**src/rtl/cpu_regfile_dumper.sv**
```systemverilog
`default_nettype none
// ============================================================================
// Module      : cpu_regfile_dumper
// Description : Bus master for a cpu_register file. It clears every register
//               to a constant, or reads them back in pairs and streams them
//               out over a valid/ready interface.
// Revision    : 1.0 - initial release
// ============================================================================
module cpu_regfile_dumper #(
    parameter int              NREG      = 32,
    parameter int              AW        = 5,
    parameter int              DW        = 32,
    parameter logic [DW-1:0]   CLEAR_VAL = '0
) (
    input  logic          clk,
    input  logic          rst,
    input  logic          init_req,
    input  logic          dump_req,
    output logic          busy,
    output logic          done,
    output logic [AW-1:0] addr1,
    output logic [AW-1:0] addr2,
    output logic [AW-1:0] addrw,
    output logic          writeen,
    output logic [DW-1:0] writeint,
    input  logic [DW-1:0] RD1,
    input  logic [DW-1:0] RD2,
    output logic          dump_valid,
    input  logic          dump_ready,
    output logic [AW-1:0] dump_addr,
    output logic [DW-1:0] dump_data
);

    typedef enum logic [2:0] {
        S_IDLE   = 3'd0,
        S_CLEAR  = 3'd1,
        S_RD     = 3'd2,
        S_SEND_A = 3'd3,
        S_SEND_B = 3'd4,
        S_DONE   = 3'd5
    } state_t;

    localparam logic [AW-1:0] C_ZERO      = '0;
    localparam logic [AW-1:0] C_ONE       = AW'(1);
    localparam logic [AW-1:0] C_TWO       = AW'(2);
    localparam logic [AW-1:0] C_LAST      = AW'(NREG - 1);
    localparam logic [AW-1:0] C_LAST_PAIR = AW'(NREG - 2);

    state_t        r_state;
    state_t        w_state_nxt;
    logic [AW-1:0] r_ptr;
    logic [AW-1:0] w_ptr_nxt;
    logic [AW-1:0] w_ptr_p1;
    logic [DW-1:0] r_hold_a;
    logic [DW-1:0] r_hold_b;

    // ptr is always even in RD/SEND_B, so ptr+1 never wraps there.
    assign w_ptr_p1 = r_ptr + C_ONE;

    always_ff @(posedge clk or posedge rst) begin
        if (rst) begin
            r_state  <= S_IDLE;
            r_ptr    <= C_ZERO;
            r_hold_a <= '0;
            r_hold_b <= '0;
        end else begin
            r_state <= w_state_nxt;
            r_ptr   <= w_ptr_nxt;
            if (r_state == S_RD) begin
                r_hold_a <= RD1;
                r_hold_b <= RD2;
            end
        end
    end

    always_comb begin
        w_state_nxt = r_state;
        w_ptr_nxt   = r_ptr;
        case (r_state)
            S_IDLE: begin
                if (init_req) begin
                    w_state_nxt = S_CLEAR;
                    w_ptr_nxt   = C_ZERO;
                end else if (dump_req) begin
                    w_state_nxt = S_RD;
                    w_ptr_nxt   = C_ZERO;
                end
            end
            S_CLEAR: begin
                w_ptr_nxt = w_ptr_p1;
                if (r_ptr == C_LAST) begin
                    w_state_nxt = S_DONE;
                end
            end
            S_RD: begin
                w_state_nxt = S_SEND_A;
            end
            S_SEND_A: begin
                if (dump_ready) begin
                    w_state_nxt = S_SEND_B;
                end
            end
            S_SEND_B: begin
                if (dump_ready) begin
                    if (r_ptr == C_LAST_PAIR) begin
                        w_state_nxt = S_DONE;
                    end else begin
                        w_ptr_nxt   = r_ptr + C_TWO;
                        w_state_nxt = S_RD;
                    end
                end
            end
            S_DONE: begin
                w_state_nxt = S_IDLE;
            end
            default: begin
                w_state_nxt = S_IDLE;
            end
        endcase
    end

    // Outputs decode registered state only; reset forces IDLE and zeroes them.
    always_comb begin
        busy       = (r_state != S_IDLE);
        done       = (r_state == S_DONE);
        addr1      = C_ZERO;
        addr2      = C_ZERO;
        addrw      = C_ZERO;
        writeen    = 1'b0;
        writeint   = '0;
        dump_valid = 1'b0;
        dump_addr  = C_ZERO;
        dump_data  = '0;
        case (r_state)
            S_CLEAR: begin
                writeen  = 1'b1;
                addrw    = r_ptr;
                writeint = CLEAR_VAL;
            end
            S_RD: begin
                addr1 = r_ptr;
                addr2 = w_ptr_p1;
            end
            S_SEND_A: begin
                dump_valid = 1'b1;
                dump_addr  = r_ptr;
                dump_data  = r_hold_a;
            end
            S_SEND_B: begin
                dump_valid = 1'b1;
                dump_addr  = w_ptr_p1;
                dump_data  = r_hold_b;
            end
            default: begin
            end
        endcase
    end

endmodule
`default_nettype wire

```
**config.mk**
```make
export PLATFORM = sky130hd
export DESIGN_NAME = cpu_regfile_dumper
export DESIGN_NICKNAME = d
export VERILOG_FILES = /design/src/rtl/cpu_regfile_dumper.sv
export SDC_FILE = /design/constraint.sdc
export NUM_CORES = 1
export LEC_CHECK = 0
export ABC_AREA = 0
export BUFFER_PORTS_ARGS = -buffer_cell sky130_fd_sc_hd__buf_4
export CORE_MARGIN = 4
export CORE_UTILIZATION = 48
export DETAILED_ROUTE_END_ITERATION = 12
export PLACE_DENSITY_LB_ADDON = 0.3
export SYNTH_ARGS = -nofsm -noshare
export SYNTH_HDL_FRONTEND = slang
export SYNTH_SLANG_ARGS = --single-unit
```
**constraint.sdc**
```tcl
create_clock -name clk -period 3 [get_ports clk]
set_input_delay 0.9 -clock clk [delete_from_list [all_inputs] [get_ports clk]]
set_output_delay 0.9 -clock clk [all_outputs]
set_load 0.05 [all_outputs]
```
==> results.cfg, run 1 <==
[status]
status = complete, no violations

[worst_setup_path]
critPathArrivalTime_ns = 1.98
cp_max_fo = 10
critPathMaxStageDelay_ns = 0.57
slowest_stage = or3b_1
critical_path_class = reg -> out
crit_chain = or3b_1, a21oi_1, o21ai_1, o31ai_2, buf_4
cp.required_ns = 2.10
end_kind = output pin
worstSetupStartpointType = flop

[die]
num_rows = 32
die_x_um = 96.5
start_util_pct = 48.9
ios = 157
coreArea_mm2 = 0.00769
fp.dieH_um = 96.5
die_area_mm2 = 0.00931

[timing]
hold_ws_ns = 0.476
fmax_mhz = 348
period_needed_ns = 2.88
period_share_pct = 95.9
tns_ns = 0
fin_skew_ns = 0.00910
rsz0062_at_grt = no
finalSetupViolCount = 0
hold_viol = 0
maxSlewViolCount = 0

[synth]
yosys.area.top_type_share_pct = 47.9
syn-cell-area_mm2 = 0.00376
ys_async_sr_fraction_pct = 100
synthSimpleGateAreaFrac_pct = 26.9
syn_inst = 447
synth_top_family_by_area = simple AND/OR/NAND/NOR gates
synth-xor-area-share_pct = 0.466
synth-seq-area-share_pct = 47.9
muxShareOfSynthArea_pct = 0.832
synth-edff-count = 0
yosysWarnings = 0
synth.avg_cell_area_um2 = 8.41
synth_compound_area_share_pct = 12.0
synth_area_leader_cell = dfrtp_1
synthTopCellsByArea = dfrtp_1 (48%), nand2_1 (20%), a22o_1 (7.7%), buf_4 (6.6%), buf_2 (1.6%)
ys_ff_latch = 72
synth_cell_types = 40
ys.flop_type = dfrtp_1
synthAdderAreaFrac_pct = 1.33

[cells_and_area]
nets = 639
nFillCells = 696
drive_gt1_share_pct = 29.1
diodes = 0
syn2layout_area_growth_pct = 29.6
layout_common_cells = nand2_1 (200), buf_4 (135), dfrtp_1 (72)
stdcell_count = 673
mostFrequentLayoutCell = nand2_1

[global_route]
grt-ovfl-total = 0
gr-usage-all-layers_pct = 19.4
grt_pass1_vias = 3069
grt_max_degree = 73
grt_pass1_wl_mm = 14.2
antenna_found_initial = 0

[hold_path]
hp-class = reg -> reg

[power]
p_per_area_mw_per_mm2 = 987
p_leak_uw = 0.00267
ir_worst_vdd_mv = 0.502

[clock_tree]
cts_tree = done
htree_levels = 3
postCtsHoldBufs = 0
cts_resized = 0
cts_setup_buffers = 0
cts_buffers = 9
path_clk_slew_ns = 0.08
cts_sinks = 72
worstSkewPairLatency_ns = 0.33
cts.path.max_buffers = 2
cts_root_buf = clkbuf_8

[drt]
avgViaCountPerCell = 4.82
antenna_left = 0
drt_iter0_drc = 150
wl_mm = 8.93
wl_per_cell_um = 13.3
vias = 3245
dr.pass1.iters = 4
drc_errors = 0

[place]
place_hpwl_mm = 6.44
dp_cells = 657
io_buffers = 124
routabilityCongestion = 0.929

[job]
max-cap-violations = 0
-- Yosys cell counts (3+ instances only) --
cell type  number
o22ai_1         3
and3_1          4
inv_1           4
nand2b_1        3
o31ai_1         3
ha_1            4
clkbuf_1       14
and2_1          7
buf_4          33
o21ai_0         6
nand2_1       200
buf_2          12
a21oi_1         3
dfrtp_1        72
nor2_1         12
a22o_1         33
o21ai_1         5
-- routing by layer --
| metal | GRT usage, % | share of wire (%) |
|---|---|---|
| met1 | 25.4 | 41 |
| met2 | 32.1 | 49 |
| met3 | 4.57 | 8.8 |
| met4 | 5.61 | 1.0 |
| met5 | 0 | 0 |
-- final timing paths --
| kind | cells past startpoint | slack, ns | to | startpoint |
|---|---|---|---|---|
| hold / removal | 2 | 0.48 | r_hold_a[0] | r_hold_a[0] |
| setup / recovery | 5 | 0.12 | dump_addr[3] | r_state[0] |
| max in group asynchronous | 3 | 2.04 | r_hold_a[0] | rst |
| hold reg to reg | 2 | 0.48 | r_hold_a[0] | r_hold_a[0] |
| setup reg to reg | 5 | 1.12 | r_hold_a[22] | r_state[2] |
| min in group asynchronous | 3 | 0.61 | r_hold_b[29] | rst |
-- cell type report --
type,instances,area (µm²),share of cell area [%]
clock inverter,6,35.0,0.719
multi-input combinational,340,1690,34.8
clock buffer,10,138,2.82
sequential,72,1800,37.0
inverter,6,22.5,0.462
timing repair buffer,137,1050,21.6
tap,102,128,2.62
-- power by group --
group | switching (µW) | internal (µW)
clock network | 338 | 316
registers | 290 | 1430
logic | 1630 | 797
total | 2260 | 2550
-- sequential cells by signal (all words and copies together) (netlist names) --
name / cells
r_hold_b: 32
r_ptr: 5
r_state: 3
r_hold_a: 32
-- stage by stage --
stage / power [µW] / util (%) / worst slack, ns / instance area, µm²
3_5_place_dp: 4190 / 61.1 / 0.439 / 4700
2_1_floorplan: 3520 / - / 0.188 / 3880
5_1_grt: 5180 / 63.4 / 0.0143 / 4870
6_report: 4810 / 63.4 / 0.123 / 4870
4_1_cts: 4860 / 63.3 / 0.0661 / 4870
3_3_place_gp: 4130 / 61.1 / 0.488 / 4700
-- critical path: cells and delay by family, from the launching register on --
| kind | cells | cell delay (ns) |
|---|---|---|
| simple gates | 1 | 0.57 |
| flops | 1 | 0.50 |
| compound gates | 3 | 0.35 |
| buf+inv | 1 | 0.23 |
-- cell families (layout without fill, tap and decap cells) --
family	after synthesis	in the layout
simple gates	240	240
flops	72	72
buf+inv	66	159
compound gates	59	59
fa+ha+maj	4	4
mux	3	3
xor+xnor	2	2
other cells	1	32
Note: power is estimated with default switching activity, not from simulation.
==> inputs of run 2 (changes only) <==
--- a/config.mk
+++ b/config.mk
@@ -8,7 +8,7 @@
 export ABC_AREA = 0
 export BUFFER_PORTS_ARGS = -buffer_cell sky130_fd_sc_hd__buf_4
 export CORE_MARGIN = 4
-export CORE_UTILIZATION = 48
+export CORE_UTILIZATION = 40
 export DETAILED_ROUTE_END_ITERATION = 12
 export PLACE_DENSITY_LB_ADDON = 0.3
 export SYNTH_ARGS = -nofsm -noshare
==> constraint.sdc (replaced) <==
create_clock -name clk -period 3 [get_ports clk]
set_input_delay 0.9 -clock clk [delete_from_list [all_inputs] [get_ports clk]]
set_output_delay 0.9 -clock clk [all_outputs]
set_load 0.005 [all_outputs]
==> run 2 against run 1 <==
  * Largest cell class unchanged
  * Highest routed layer unchanged
  * Total power decreased by 10%
  * Clock skew barely moved
  * Non-clock buffer count down 5
  * First-iteration DRC count is 22% higher
==> results.cfg, run 2 (synthesis gave the netlist of run 1 again) <==
[status]
status = complete, no violations

[timing]
rsz0062_at_grt = no
max_slew.worst_pin.slew_ns = 0.594
period_needed_ns = 2.84
setup_ws_ns = 0.161
fin_skew_ns = 0.00869
period_share_pct = 94.6
tns_ns = 0
fmax_mhz = 352
relSlewSlack_pct = 60.3
finalSetupViolCount = 0
hold_ws_ns = 0.476
maxSlewViolCount = 0
hold_viol = 0

[drt]
avgViaCountPerCell = 4.81
dr.pass1.iters = 4
wl_per_cell_um = 13.8
antenna_left = 0
wl_mm = 9.33
drc_errors = 0
drt_iter0_drc = 183
vias = 3257

[worst_setup_path]
r2r_cells = 6
r2r-end = r_ptr[3]
r2r-start = r_ptr[0]
critPathArrivalTime_ns = 1.94
cp_max_fo = 10
crit_chain = ha_2, and3_1, ha_1, a22o_1, buf_4
critical_path_class = reg -> out
critPathMaxStageDelay_ns = 0.53
worstSetupStartpointType = flop
crit_family = adder cells
end_kind = output pin
slowest_stage = dfrtp_1
cp.required_ns = 2.10
rrSetupSlack_ns = 1.03
critPathBufInv = 1

[die]
num_rows = 35
ios = 157
die_area_mm2 = 0.0110
die_x_um = 105
coreArea_mm2 = 0.00920
fp.dieH_um = 105
start_util_pct = 40.9

[hold_path]
holdCritStartpoint = r_hold_a[28]
min_delay_path_depth = 2
hp-class = reg -> reg
whs_endpoint = r_hold_a[28]

[cells_and_area]
stdcell_count = 677
nets = 634
drive_gt1_share_pct = 28.8
mostFrequentLayoutCell = nand2_1
layout_common_cells = nand2_1 (200), buf_4 (129), dfrtp_1 (69)
reg_top3 = r_hold_a x32, r_hold_b x32, r_ptr x5
syn2layout_area_growth_pct = 31.1
diodes = 0
fin_util_pct = 53.6

[clock_tree]
cts_setup_buffers = 0
cts_sinks = 72
cts_root_buf = clkbuf_8
htree_levels = 3
postCtsHoldBufs = 0
path_clk_slew_ns = 0.07
cts_tree = done
cts_resized = 0
cts.path.max_buffers = 2
cts_buffers = 9
worstSkewPairLatency_ns = 0.33

[power]
clkPwrFrac_pct = 20.5
p_per_area_mw_per_mm2 = 877
power.share.switching_pct = 36.8
p_leak_uw = 0.00267
ir_worst_vdd_mv = 0.394
p_int_uw = 2730
p_comb_share_pct = 38.4
seqPwrFrac_pct = 41.1
switchingPower_uw = 1590

[place]
pre_cts_ws_ns = 0.444
routabilityCongestion = 0.901
dp_cells = 661
place_hpwl_mm = 6.51
io_buffers = 124

[global_route]
grt_pass1_vias = 3078
antenna_found_initial = 0
use_met2_pct = 24.7
grt_max_degree = 42
busiest_layer = met2
grt-ovfl-total = 0
met1_usage_pct = 22.6
grt_use_met3_pct = 5.00
grt_pass1_wl_mm = 14.8
gr-usage-all-layers_pct = 16.5

[job]
max-cap-violations = 0
## run 2: cell types whose count changed in the layout (fill, tap and decap cells not counted), sizes merged
cell and change:
buf -5, clkinv -3, inv +1, bufinv +2, clkinvlp -2, clkbuf +2
## run 2: worst max path at each step
stage                     from            to  depth (start not counted)
floorplan                  rst   r_hold_a[0]                          1
global placement    r_state[2]  dump_addr[3]                          5
detailed placement  r_state[1]      addr2[2]                          4
CTS                 r_state[2]  dump_addr[3]                          5
global route          r_ptr[1]  dump_addr[4]                          5
finish                r_ptr[1]  dump_addr[4]                          5
## run 2: tightest hold or removal path, stage by stage (launching register included)
cell	delay (ns)
dfrtp_1	0.34
nand2_1	0.05
nand2_1	0.05
## run 2: layer usage
metal | part of all wire [%] | vias to the layer above | routed length (µm)
li1 | - | 1620 | -
met5 | 0 | - | 0
met1 | 45 | 1491 | 4200
met2 | 46 | 133 | 4270
met4 | 1.3 | 0 | 118
met3 | 7.9 | 13 | 740
## run 2: cell type report
cell class,count,area [µm²]
Tap cell,111,139
Timing Repair Buffer,132,1030
Clock buffer,12,165
Clock inverter,4,73.8
Fill cell,861,4270
Multi-Input combinational cell,340,1690
Inverter,6,22.5
Sequential cell,72,1810
## run 2: power groups by stage
stage | Combinational, µW | Clock [µW] | Sequential (µW)
after detailed placement | 1670 | 0 | 1790
final | 1660 | 887 | 1780
after floorplan | 1180 | 0 | 1640
after global routing | 1890 | 955 | 1840
after CTS | 1690 | 912 | 1770
after global placement | 1640 | 0 | 1760
## run 2: metrics by stage
step,cell area (µm²),power (µW)
3_3_place_gp,4680,3400
2_1_floorplan,3870,2820
6_report,4930,4320
3_5_place_dp,4680,3460
5_1_grt,4930,4680
4_1_cts,4920,4370
